**src/rtl/rng_pkg.sv**
```systemverilog
// Shared defaults and counter-width helper for the random-bit collector.
package rng_pkg;

  localparam int unsigned WORD_W_DEF      = 64;
  localparam int unsigned REP_LIMIT_DEF   = 32;
  localparam int unsigned SYNC_STAGES_DEF = 2;

  // Width of a counter that must hold values 0..n-1 (at least one bit).
  function automatic int unsigned cnt_w(input int unsigned n);
    return (n < 2) ? 1 : $clog2(n);
  endfunction

  localparam int unsigned BIT_CNT_W_DEF = cnt_w(WORD_W_DEF);
  localparam int unsigned REP_CNT_W_DEF = cnt_w(REP_LIMIT_DEF + 1);

endpackage

```
**src/rtl/rng_sync_edge.sv**
```systemverilog
// Synchronizes the slow source strobe/data into the system clock and
// produces a one-cycle registered strobe per source rising edge.
module rng_sync_edge #(
  parameter int unsigned SYNC_STAGES = 2
) (
  input  logic clk,
  input  logic rst,
  input  logic rng_clk,
  input  logic rng_data,
  output logic raw_strobe,
  output logic raw_bit
);

  logic [SYNC_STAGES-1:0] clk_sync;
  logic [SYNC_STAGES-1:0] data_sync;
  logic                   prev;

  // Data travels through the same depth as the strobe so both line up.
  always_ff @(posedge clk) begin
    if (rst) begin
      clk_sync   <= '0;
      data_sync  <= '0;
      prev       <= 1'b0;
      raw_strobe <= 1'b0;
      raw_bit    <= 1'b0;
    end else begin
      clk_sync   <= {clk_sync[SYNC_STAGES-2:0], rng_clk};
      data_sync  <= {data_sync[SYNC_STAGES-2:0], rng_data};
      prev       <= clk_sync[SYNC_STAGES-1];
      raw_strobe <= clk_sync[SYNC_STAGES-1] & ~prev;
      raw_bit    <= data_sync[SYNC_STAGES-1];
    end
  end

endmodule

```
**src/rtl/rng_bit_collector.sv**
```systemverilog
// Collects source bits: repetition health test, optional von Neumann
// debias, word packing and a valid/ready output register.
module rng_bit_collector
  import rng_pkg::*;
#(
  parameter int unsigned WORD_W      = WORD_W_DEF,
  parameter int unsigned REP_LIMIT   = REP_LIMIT_DEF,
  parameter int unsigned SYNC_STAGES = SYNC_STAGES_DEF
) (
  input  logic              clk_jbus,
  input  logic              rst,
  input  logic              rng_clk,
  input  logic              rng_data,
  input  logic              en,
  input  logic              debias_en,
  input  logic              word_ready,
  input  logic              clr_err,
  output logic              word_valid,
  output logic [WORD_W-1:0] word_data,
  output logic              ovfl,
  output logic              stuck_err
);

  localparam int unsigned CNT_W = cnt_w(WORD_W);
  localparam int unsigned REP_W = cnt_w(REP_LIMIT + 1);

  logic              raw_strobe;
  logic              raw_bit;
  logic              debias_mode;
  logic              last_bit;
  logic [REP_W-1:0]  rep_cnt;
  logic              pair_vld;
  logic              pair_bit;
  logic [WORD_W-1:0] shreg;
  logic [CNT_W-1:0]  bit_cnt;

  logic              take_c;
  logic [REP_W-1:0]  rep_next_c;
  logic              stuck_set_c;
  logic              emit_c;
  logic              emit_bit_c;
  logic              pack_c;
  logic              complete_c;
  logic [WORD_W-1:0] new_word_c;
  logic              load_c;
  logic              drop_c;

  rng_sync_edge #(
    .SYNC_STAGES(SYNC_STAGES)
  ) u_sync (
    .clk        (clk_jbus),
    .rst        (rst),
    .rng_clk    (rng_clk),
    .rng_data   (rng_data),
    .raw_strobe (raw_strobe),
    .raw_bit    (raw_bit)
  );

  always_comb begin
    take_c      = en & raw_strobe;
    rep_next_c  = rep_cnt;
    emit_c      = 1'b0;
    emit_bit_c  = raw_bit;

    // Run length restarts on a new value (or the first bit after enable).
    if (rep_cnt == '0 || raw_bit != last_bit) begin
      rep_next_c = REP_W'(1);
    end else if (rep_cnt != REP_W'(REP_LIMIT)) begin
      rep_next_c = rep_cnt + 1'b1;
    end
    stuck_set_c = take_c & (rep_next_c == REP_W'(REP_LIMIT));

    if (take_c) begin
      if (debias_mode) begin
        emit_c     = pair_vld & (pair_bit ^ raw_bit);
        emit_bit_c = pair_bit;
      end else begin
        emit_c = 1'b1;
      end
    end

    pack_c     = emit_c & ~stuck_err;
    complete_c = pack_c & (bit_cnt == CNT_W'(WORD_W - 1));
    new_word_c = {shreg[WORD_W-2:0], emit_bit_c};
    load_c     = complete_c & (~word_valid | word_ready);
    drop_c     = complete_c & word_valid & ~word_ready;
  end

  always_ff @(posedge clk_jbus) begin
    if (rst) begin
      debias_mode <= 1'b0;
      last_bit    <= 1'b0;
      rep_cnt     <= '0;
      pair_vld    <= 1'b0;
      pair_bit    <= 1'b0;
      shreg       <= '0;
      bit_cnt     <= '0;
      word_valid  <= 1'b0;
      word_data   <= '0;
      ovfl        <= 1'b0;
      stuck_err   <= 1'b0;
    end else begin
      if (!en) begin
        debias_mode <= debias_en;
        bit_cnt     <= '0;
        pair_vld    <= 1'b0;
        rep_cnt     <= '0;
      end else if (raw_strobe) begin
        rep_cnt  <= rep_next_c;
        last_bit <= raw_bit;
        if (debias_mode) begin
          pair_vld <= ~pair_vld;
          if (!pair_vld) pair_bit <= raw_bit;
        end
        if (pack_c) begin
          shreg   <= new_word_c;
          bit_cnt <= complete_c ? '0 : bit_cnt + 1'b1;
        end
      end

      // A completing word may replace one being consumed this same cycle.
      if (load_c) begin
        word_data  <= new_word_c;
        word_valid <= 1'b1;
      end else if (word_valid && word_ready) begin
        word_valid <= 1'b0;
      end

      ovfl      <= drop_c | (ovfl & ~clr_err);
      stuck_err <= stuck_set_c | (stuck_err & ~clr_err);
    end
  end

endmodule

```
**config.mk**
```make
export PLATFORM = sky130hd
export DESIGN_NAME = rng_bit_collector
export DESIGN_NICKNAME = d
export VERILOG_FILES = /design/src/rtl/rng_pkg.sv /design/src/rtl/rng_sync_edge.sv /design/src/rtl/rng_bit_collector.sv
export SDC_FILE = /design/constraint.sdc
export NUM_CORES = 1
export LEC_CHECK = 0
export ABC_AREA = 1
export CAP_MARGIN = 20
export CORE_UTILIZATION = 58
export CTS_CLUSTER_SIZE = 28
export DETAILED_ROUTE_END_ITERATION = 12
export PLACE_DENSITY = 0.79
export SLEW_MARGIN = 5
export SYNTH_ARGS = -nofsm -noshare
export SYNTH_HDL_FRONTEND = slang
export SYNTH_HIERARCHICAL = 1
export SYNTH_SLANG_ARGS = --single-unit
```
**constraint.sdc**
```tcl
create_clock -name clk_jbus -period 3 [get_ports clk_jbus]
set_input_delay 0.9 -clock clk_jbus [delete_from_list [all_inputs] [get_ports clk_jbus]]
set_output_delay 0.9 -clock clk_jbus [all_outputs]
set_load 0.005 [all_outputs]
```
==> flow_summary.toml <==
[floorplan]
io_pins = 75
start_util_pct = 60.27
die_w_um = 100.5
core_area_um2 = 9328
rows = 35
die_y_um = 100.5
die_area_um2 = 10090

[grt]
grt_max_degree = 68
grt_usage_pct = 25.23
antenna_found_initial = 0
grt_pass1_wl_um = 20180
overflow = 0
grt_pass1_vias = 4500

[detailed_routing]
routed_via_density = 5.174
post_drt_wl_per_cell_um = 12.81
finalWirelength_um = 11870
num_vias = 4791
dr.pass1.iters = 4
drc = 0
first_iter_violations = 327
antenna_left = 0

[sta]
finalCritPeriodShare_pct = 76.99
clock.fmax_mhz = 432.9
rsz0062_at_grt = "no"
tns_ns = 0
fin_ws_ns = 0.6902
tightest_slew_ns = 0.5270
maxSlewViolCount = 0
slew_headroom_pct = 64.87
hold_violations = 0
setup_viol = 0
min_period_ns = 2.310
fin_hold_ws_ns = 0.3846
finClkSkew_ns = 0.009132

[final_layout]
fin_nets = 795
antennaDiodeCount = 0
utilization_pct = 74.26
area_growth_pct = 23.21
fillers = 718
drive_gt1_share_pct = 6.524

[critical_path]
slowest_stage = "clkdlybuf4s50_1"
crit_path_start_kind = "flop"
crit_type = "reg -> out"
crit_family = "buffers and inverters"
crit_arrival_ns = 1.41
cp.buffers_inverters = 1
critPathMaxFanout = 2
cp-end-kind = "primary output"
crit_path_cell_trace = "clkdlybuf4s50_1"
max_stage_delay_ns = 0.52
critPathRequiredTime_ns = 2.10

[placed_design]
place_ws_ns = 0.2070
place.gp.congestion = 0.7958
port_buffers = 74
dpl.hpwl_um = 7263

[clock_tree]
clk_pin_slew_ns = 0.06
cts_buffers = 17
post_cts_resized = 0
postCtsHoldBufs = 0
cts.path.max_buffers = 2
post_cts_buffers = 0
cts_tree = "yes"
h-tree-depth = 4
clock-sinks = 153
cts_root_buf = "clkbuf_8"
worst_skew_pair.late_latency_ns = 0.52

[synth]
synth_cell_types = 22
synth_area_per_cell_um2 = 7.733
synthesis.area_um2 = 5622
synth_ff_type = "dfxtp_1"
synth.top_cell.area_share_pct = 54.48
async_reset_ff_share_pct = 0
synthCells = 727
synthTopCellsByCount = "161 x nand2_1, 153 x dfxtp_1, 145 x nor2_1"
synth_area_leaders = "dfxtp_1 54%, nand2_1 11%, nor2_1 9.7%"
post-synth-top-area-cell = "dfxtp_1"
synth_edf_count = 0
synth.most_common_cell = "nand2_1"
synth_nets = 738
synth_seq_cells = 153
ys_seq_area_share_pct = 54.48
ys_warn_count = 6

[pwr]
vdd_ir_drop_max_mv = 0.4385
power_density_nw_per_um2 = 618.5
p_leak_nw = 2.505

[run_status]
outcome = "finished, final reports clean"

[worst_hold_path]
min_path_type = "reg -> reg"

[run]
drv_cap = 0
==> sequential cells by signal (all words and copies together) (netlist names) <==
| register | cells |
|---|---|
| bit_cnt | 6 |
| debias_mode | 1 |
| last_bit | 1 |
| ovfl | 1 |
| pair_bit | 1 |
| pair_vld | 1 |
| rep_cnt | 6 |
| shreg | 63 |
| stuck_err | 1 |
| u_sync/clk_sync | 2 |
| u_sync/data_sync | 2 |
| u_sync/prev | 1 |
| u_sync/raw_bit | 1 |
| u_sync/raw_strobe | 1 |
| word_data | 64 |
| word_valid | 1 |
==> metrics by stage <==
step / total power [mW] / instance area, µm² / cells
CTS: 4.303 / 6927 / 926
floorplan: 2.193 / 5622 / 727
detailed placement: 2.226 / 6337 / 894
global route: 4.425 / 6927 / 926
finish: 4.284 / 6927 / 926
global placement: 2.221 / 6337 / 894
==> cell type report <==
class | count | area (µm²) | share of cell area, %
sequential | 153 | 3063 | 44.22
multi-input combinational | 497 | 2168 | 31.30
timing repair buffer | 84 | 823.3 | 11.89
clock buffer | 18 | 427.9 | 6.178
clock inverter | 14 | 161.4 | 2.330
tap | 129 | 161.4 | 2.330
inverter | 31 | 121.4 | 1.752
==> path summary, 6_finish.rpt <==
kind | startpoint | end | slack (ns) | cells past startpoint
min reg2reg | u_sync/prev$_SDFF_PP0_ | u_sync/raw_strobe$_SDFF_PP0_ | 0.38 | 1
max | word_data[7]$_SDFFE_PP0P_ | word_data[7] | 0.69 | 1
min | u_sync/prev$_SDFF_PP0_ | u_sync/raw_strobe$_SDFF_PP0_ | 0.38 | 1
max reg2reg | u_sync/raw_strobe$_SDFF_PP0_ | word_data[57]$_SDFFE_PP0P_ | 0.99 | 8
==> where the power goes <==
| group | switching, mW | internal [mW] | total [mW] |
|---|---|---|---|
| clock | 0.876 | 1.23 | 2.10 |
| combinational | 0.0740 | 0.0387 | 0.113 |
| sequential | 0.0174 | 2.05 | 2.07 |
| total | 0.967 | 3.32 | 4.28 |
==> metal layers <==
| metal | share of wire [%] | wire, µm | track usage, % |
|---|---|---|---|
| met5 | 0 | 0 | 0 |
| met3 | 4.0 | 480 | 6.588 |
| met1 | 44 | 5221 | 29.24 |
| met2 | 51 | 6009 | 44.68 |
| met4 | 1.3 | 156 | 9.476 |
==> layout by cell type (no fill, tap or decap), types with 4 or more instances in the layout <==
cell type / instances
clkbuf_16: 16
nand4_1: 4
nand2_1: 161
clkdlybuf4s50_1: 73
a21oi_1: 80
clkinvlp_4: 4
dfxtp_1: 153
inv_1: 26
buf_4: 9
nor2_1: 145
xor2_1: 4
nand3_1: 17
o21ai_0: 77
==> kinds of logic after synthesis <==
group	Yosys count	share of synthesized area [%]
adders and majority gates	3	0.6678
DFF	153	54.48
AOI/OAI and AO/OA	158	14.13
buffers and inverters	77	6.944
and+or+nand+nor	331	22.99
xor gates and xnor gates	5	0.7790
Note: power is estimated with default switching activity, not from simulation.
